File: src/rtl/prog_loader.sv
// prog_loader: framed byte-stream loader for the processor's program RAM.
//
// Frame: 0xA5, length N (words, 1..DEPTH), 2N payload bytes (high byte
// first), plus a checksum byte (XOR of payload) when PROG_LOADER_CHECKSUM_EN
// is defined. Default build (macro undefined) has no checksum stage.
//
// Ports:
//   clk           in   system clock, rising edge
//   reset         in   asynchronous active-high reset
//   rx_valid      in   byte available
//   rx_data       in   byte value
//   rx_ready      out  byte accepted when rx_valid & rx_ready
//   ram_write_en0 out  program RAM port-0 write strobe (one cycle per word)
//   ram_addr0     out  port-0 write address, holds between strobes
//   ram_din0      out  port-0 write data, holds between strobes
//   start         out  processor run enable (level)
//   busy          out  frame in progress
//   error         out  sticky frame error, cleared only by reset
module prog_loader #(
    parameter int ADDR_W = 7,
    parameter int DATA_W = 16,
    parameter int DEPTH  = 128
) (
    input  logic              clk,
    input  logic              reset,
    input  logic              rx_valid,
    input  logic [7:0]        rx_data,
    output logic              rx_ready,
    output logic              ram_write_en0,
    output logic [ADDR_W-1:0] ram_addr0,
    output logic [DATA_W-1:0] ram_din0,
    output logic              start,
    output logic              busy,
    output logic              error
);

    localparam logic [7:0] HDR  = 8'hA5;
    localparam logic [8:0] MAXN = 9'(DEPTH);

`ifdef PROG_LOADER_CHECKSUM_EN
    typedef enum logic [2:0] {IDLE, LEN, HI, LO, CHK, DONE, ERR} state_t;
`else
    typedef enum logic [2:0] {IDLE, LEN, HI, LO, DONE, ERR} state_t;
`endif

    state_t              state_q, state_d;
    logic [7:0]          n_q, n_d;
    logic [7:0]          cnt_q, cnt_d;
    logic [ADDR_W-1:0]   addr_q, addr_d;
    logic [7:0]          hi_q, hi_d;
    logic                we_q, we_d;
    logic [ADDR_W-1:0]   addr0_q, addr0_d;
    logic [DATA_W-1:0]   din_q, din_d;
    logic                start_q, start_d;
    logic                acc;
`ifdef PROG_LOADER_CHECKSUM_EN
    logic [7:0]          chk_q, chk_d;
`endif

    assign rx_ready      = ~reset;
    assign acc           = rx_valid & rx_ready;
    assign ram_write_en0 = we_q;
    assign ram_addr0     = addr0_q;
    assign ram_din0      = din_q;
    assign start         = start_q;
    assign error         = state_q == ERR;
`ifdef PROG_LOADER_CHECKSUM_EN
    assign busy = state_q == LEN || state_q == HI || state_q == LO || state_q == CHK;
`else
    assign busy = state_q == LEN || state_q == HI || state_q == LO;
`endif

    always_comb begin
        state_d = state_q;
        n_d     = n_q;
        cnt_d   = cnt_q;
        addr_d  = addr_q;
        hi_d    = hi_q;
        we_d    = 1'b0;
        addr0_d = addr0_q;
        din_d   = din_q;
`ifdef PROG_LOADER_CHECKSUM_EN
        chk_d   = chk_q;
`endif
        if (acc) begin
            case (state_q)
                IDLE: state_d = rx_data == HDR ? LEN : IDLE;
                LEN: begin
                    if (rx_data == 8'd0 || {1'b0, rx_data} > MAXN) begin
                        state_d = ERR;
                    end else begin
                        n_d     = rx_data;
                        cnt_d   = 8'd0;
                        addr_d  = '0;
`ifdef PROG_LOADER_CHECKSUM_EN
                        chk_d   = 8'd0;
`endif
                        state_d = HI;
                    end
                end
                HI: begin
                    hi_d    = rx_data;
`ifdef PROG_LOADER_CHECKSUM_EN
                    chk_d   = chk_q ^ rx_data;
`endif
                    state_d = LO;
                end
                LO: begin
                    we_d    = 1'b1;
                    addr0_d = addr_q;
                    din_d   = {hi_q, rx_data};
                    addr_d  = addr_q + ADDR_W'(1);
                    cnt_d   = cnt_q + 8'd1;
`ifdef PROG_LOADER_CHECKSUM_EN
                    chk_d   = chk_q ^ rx_data;
                    state_d = cnt_q + 8'd1 == n_q ? CHK : HI;
`else
                    state_d = cnt_q + 8'd1 == n_q ? DONE : HI;
`endif
                end
`ifdef PROG_LOADER_CHECKSUM_EN
                CHK: state_d = rx_data == chk_q ? DONE : ERR;
`endif
                DONE: state_d = rx_data == HDR ? LEN : DONE;
                ERR: state_d = ERR;
                default: state_d = IDLE;
            endcase
        end
        // start lags DONE entry by one edge and drops on the edge leaving DONE
        start_d = state_q == DONE && state_d == DONE;
    end

    always_ff @(posedge clk or posedge reset) begin
        if (reset) begin
            state_q <= IDLE;
            n_q     <= 8'd0;
            cnt_q   <= 8'd0;
            addr_q  <= '0;
            hi_q    <= 8'd0;
            we_q    <= 1'b0;
            addr0_q <= '0;
            din_q   <= '0;
            start_q <= 1'b0;
`ifdef PROG_LOADER_CHECKSUM_EN
            chk_q   <= 8'd0;
`endif
        end else begin
            state_q <= state_d;
            n_q     <= n_d;
            cnt_q   <= cnt_d;
            addr_q  <= addr_d;
            hi_q    <= hi_d;
            we_q    <= we_d;
            addr0_q <= addr0_d;
            din_q   <= din_d;
            start_q <= start_d;
`ifdef PROG_LOADER_CHECKSUM_EN
            chk_q   <= chk_d;
`endif
        end
    end

endmodule
File: config.mk
export PLATFORM = sky130hd
export DESIGN_NAME = prog_loader
export DESIGN_NICKNAME = d
export VERILOG_FILES = /design/src/rtl/prog_loader.sv
export SDC_FILE = /design/constraint.sdc
export NUM_CORES = 1
export LEC_CHECK = 0
export BUFFER_PORTS_ARGS = -buffer_cell sky130_fd_sc_hd__buf_2
export CAP_MARGIN = 20
export CORE_MARGIN = 2
export CORE_UTILIZATION = 35
export CTS_BUF_LIST = sky130_fd_sc_hd__clkbuf_8
export DETAILED_ROUTE_END_ITERATION = 10
export HOLD_SLACK_MARGIN = 0.08
export PLACE_DENSITY = 0.51
export REMOVE_ABC_BUFFERS = 1
export SYNTH_ARGS = -nofsm -noshare
export SYNTH_HDL_FRONTEND = slang
export SYNTH_SLANG_ARGS = --single-unit
File: constraint.sdc
create_clock -name clk -period 2.01 [get_ports clk]
set_input_delay 0 -clock clk [delete_from_list [all_inputs] [get_ports clk]]
set_output_delay 0 -clock clk [all_outputs]
set_load 0.02 [all_outputs]
==> summary.md <==
| Metric | Value |
|---|---|
| Outcome | finished, final reports clean |
| Leading area contributor after synthesis | dfrtp_1 |
| Count of pins over their slew limit | 0 |
| CTS tree | done |
| Reg2Reg Setup Slack | 150 ps |
| Placement-stage cell area | 0.00316 mm^2 |
| Avg WL per Cell | 13.6 um |
| Worst-margin pin slew | 758 ps |
| Seq/Total Area, Yosys | 54.3% |
| Via count of the routed design | 2,138 |
| Die Span Y | 92.2 um |
| Reg-to-Reg End | n_q[3]$_DFFE_PP0P_ |
| Ys Warns | 0 |
| Starting Density | 35.8% |
| Lkg Pwr | 1.73 nW |
| Hpwl dp | 4150 um |
| DR DRC count | 0 |
| # fillers | 765 |
| Avg Cell Area, Syn | 10.1 um^2 |
| Chip width | 92.2 um |
| Worst endpoint required time | 2240 ps |
| Layout area overhead | 27.2% |
| I/O pin count | 39 |
| Critical path origin | rx_data[2] |
| Multi-input logic area | 0.00117 mm^2 |
| Maximum clock rate | 507 MHz |
| Number of synthesized flops with an enable pin | 0 |
| Most common cell in the netlist | nand2_1 |
| Max_cap viols | 0 |
| Final cell utilization of the core | 45.5% |
| Worst skew pair latency | 340 ps |
| Setup violators final | 0 |
| Placed Instances | 417 |
| Port bufs | 38 |
| Setup TNS | 0 ps |
| Via/cell ratio | 4.84 |
| Critical Path Sink | n_q[3]$_DFFE_PP0P_ |
| VDD IR max | 626 uV |
| Total power | 4.36 mW |
| Fraction of registers with async set/reset | 100% |
| Skew final | 7.12 ps |
| Root buf cell | clkbuf_8 |
| Reg2reg start | state_q[2]$_DFF_PP0_ |
| Core footprint | 0.00761 mm^2 |
| Synth top area share | 54.3% |
| Arrival @ worst endpoint | 2200 ps |
| Commonest cells in the netlist | nand2_1 (76), dfrtp_1 (59), a21oi_1 (12), clkbuf_1 (11), nor2_1 (10) |
| CTS buffer count | 9 |
| Antenna Nets Post-Route | 0 |
| Register area | 0.00148 mm^2 |
| Initial antenna violation count | 0 |
| Final non-filler cell total | 442 |
| Final design area excluding fillers | 0.00346 mm^2 |
| Yosys reg bits | 59 |
| H-tree Lvls | 3 |
| RSZ-0062 raised after global routing | no |
| Largest cells by area after synthesis | dfrtp_1 (54%), nand2_1 (10%), mux2_4 (4.4%) |
| Layout cell share with drive strength beyond 1 | 27.9% |
| Main synth FF type | dfrtp_1 |
| R2R cell count | 5 |
| Pre-antenna DRT Iters | 4 |
| CTS Buffer Depth | 2 |
| First DRT Iteration DRCs | 101 |
| Period Utilization, post-route | 98.2% |
| Routed WL | 6000 um |
| Row count | 32 |
| PD cells | 1260 mW/mm^2 |
| Crit Path Max Fanout | 8 |
| Rel. slew slack | 48.1% |
| Crit path capture type | flip-flop |
| Hold Violations, Final | 0 |
| Final GP Congestion | 0.775 |
| Number of global-route vias before repair | 2,043 |
| CTS clk-pin slew, worst paths | 70 ps |
| Congestion Overflow GR | 0 |
| Startpoint Class | input pin |
| Cell area after synthesis | 0.00272 mm^2 |
| Tot GR Track Use | 15.6% |
| Largest net degree at the start of global routing | 38 |
| Clock Sinks | 59 |
| Mapped Cells | 268 |
| Ant. Diodes | 0 |
| Min Tclk post-route | 1970 ps |
| Netlist cell types | 43 |
| Nets@finish | 348 |
| Critical path type | input pin to flip-flop |
| Min-delay worst type | input pin to flip-flop |
| DIE AREA | 0.00849 mm^2 |
| First-pass GRT wire length | 10,400 um |
==> state kept, by name, summed over array words and instances, names as in the netlist <==
register	flops
ram_din0	16
ram_write_en0	1
start	1
ram_addr0	7
state_q	3
cnt_q	8
n_q	8
hi_q	8
addr_q	7
==> stage by stage <==
step / hold slack, ps / setup WS, ps
6_report: 229 / 36.6
4_1_cts: 210 / 35.3
3_5_place_dp: 84.6 / -9.32
3_3_place_gp: 80.9 / 25.4
2_1_floorplan: 105 / -396
5_1_grt: 288 / 5.40
==> worst min-delay path by stage <==
| stage | to | cells past startpoint | startpoint | slack (ps) |
|---|---|---|---|---|
| final | state_q[0]$_DFF_PP0_ | 5 | rx_data[5] | 230 |
| after global routing | start$_DFF_PP0_ | 4 | rx_data[5] | 290 |
| after global placement | ram_addr0[0]$_DFFE_PP0P_ | 2 | reset | 80 |
| after floorplan | ram_din0[0]$_DFFE_PP0P_ | 2 | rx_data[0] | 110 |
| after detailed placement | ram_addr0[1]$_DFFE_PP0P_ | 2 | reset | 80 |
| after CTS | start$_DFF_PP0_ | 4 | rx_data[5] | 210 |
==> cell usage in the layout (no fill, tap or decap), types with 3 or more instances in the layout <==
| cell | synthesis | final |
|---|---|---|
| nand2_1 | 76 | 76 |
| dfrtp_1 | 59 | 59 |
| buf_2 | 0 | 38 |
| buf_4 | 0 | 19 |
| a21oi_1 | 12 | 12 |
| nor2_1 | 10 | 10 |
| clkbuf_8 | 0 | 10 |
| dlygate4sd3_1 | 0 | 9 |
| mux2_2 | 8 | 8 |
| mux2_4 | 8 | 8 |
| nand3_1 | 7 | 7 |
| xnor2_1 | 7 | 7 |
| inv_1 | 4 | 4 |
| or3_1 | 4 | 4 |
| nand2b_1 | 4 | 4 |
| xor2_1 | 4 | 4 |
| and3_1 | 3 | 3 |
| nor3_1 | 3 | 3 |
| a31oi_1 | 3 | 3 |
| o21ai_0 | 3 | 3 |
| or4_1 | 3 | 3 |
| clkinv_2 | 0 | 3 |
==> report_power, final <==
| part | total [mW] | switching [mW] | internal, mW |
|---|---|---|---|
| logic | 1.41 | 0.751 | 0.663 |
| registers | 1.88 | 0.300 | 1.58 |
| clock network | 1.07 | 0.474 | 0.595 |
==> what timing repair did <==
item                                    CTS  global route
endpoints found under the setup margin    0            12
hold endpoints to repair                 46             0
setup buffers                             0             0
gates resized for setup                   0             3
hold buffers                              9             0
==> metal layers <==
layer | global-route usage [%] | up-vias | routed length, um
met5 | 0 | - | 0
met4 | 6.34 | 0 | 86
met1 | 22.4 | 1026 | 3030
met3 | 3.70 | 9 | 209
li1 | - | 1069 | -
met2 | 22.5 | 34 | 2670
==> cells by family after synthesis <==
logic type               count (synthesis)  synth area share (%)
buffers and inverters                   18                  3.04
AO/OA/AOI/OAI                           43                  11.0
AND/OR/NAND/NOR                        119                  19.5
multiplexers                            16                  7.73
adder cells (fa/ha/maj)                  2                 0.920
flip-flops                              59                  54.3
XOR/XNOR                                11                  3.54
==> worst max-delay path, cell delays in order <==
cell and delay [ps]:
dlygate4sd3_1 520, buf_2 150, or3_1 330, o21a_1 190
or4_1 520, buf_6 180, mux2_4 290
==> final cells by class <==
| class | count | share of cell area [%] |
|---|---|---|
| clock buffers | 10 | 3.98 |
| clock inverters | 6 | 1.63 |
| repair buffers | 69 | 13.7 |
| inverters | 5 | 0.542 |
| flip-flops and latches | 59 | 42.7 |
| well taps | 102 | 3.69 |
| multi-input cells | 191 | 33.8 |
(Power assumes the default switching activity.)
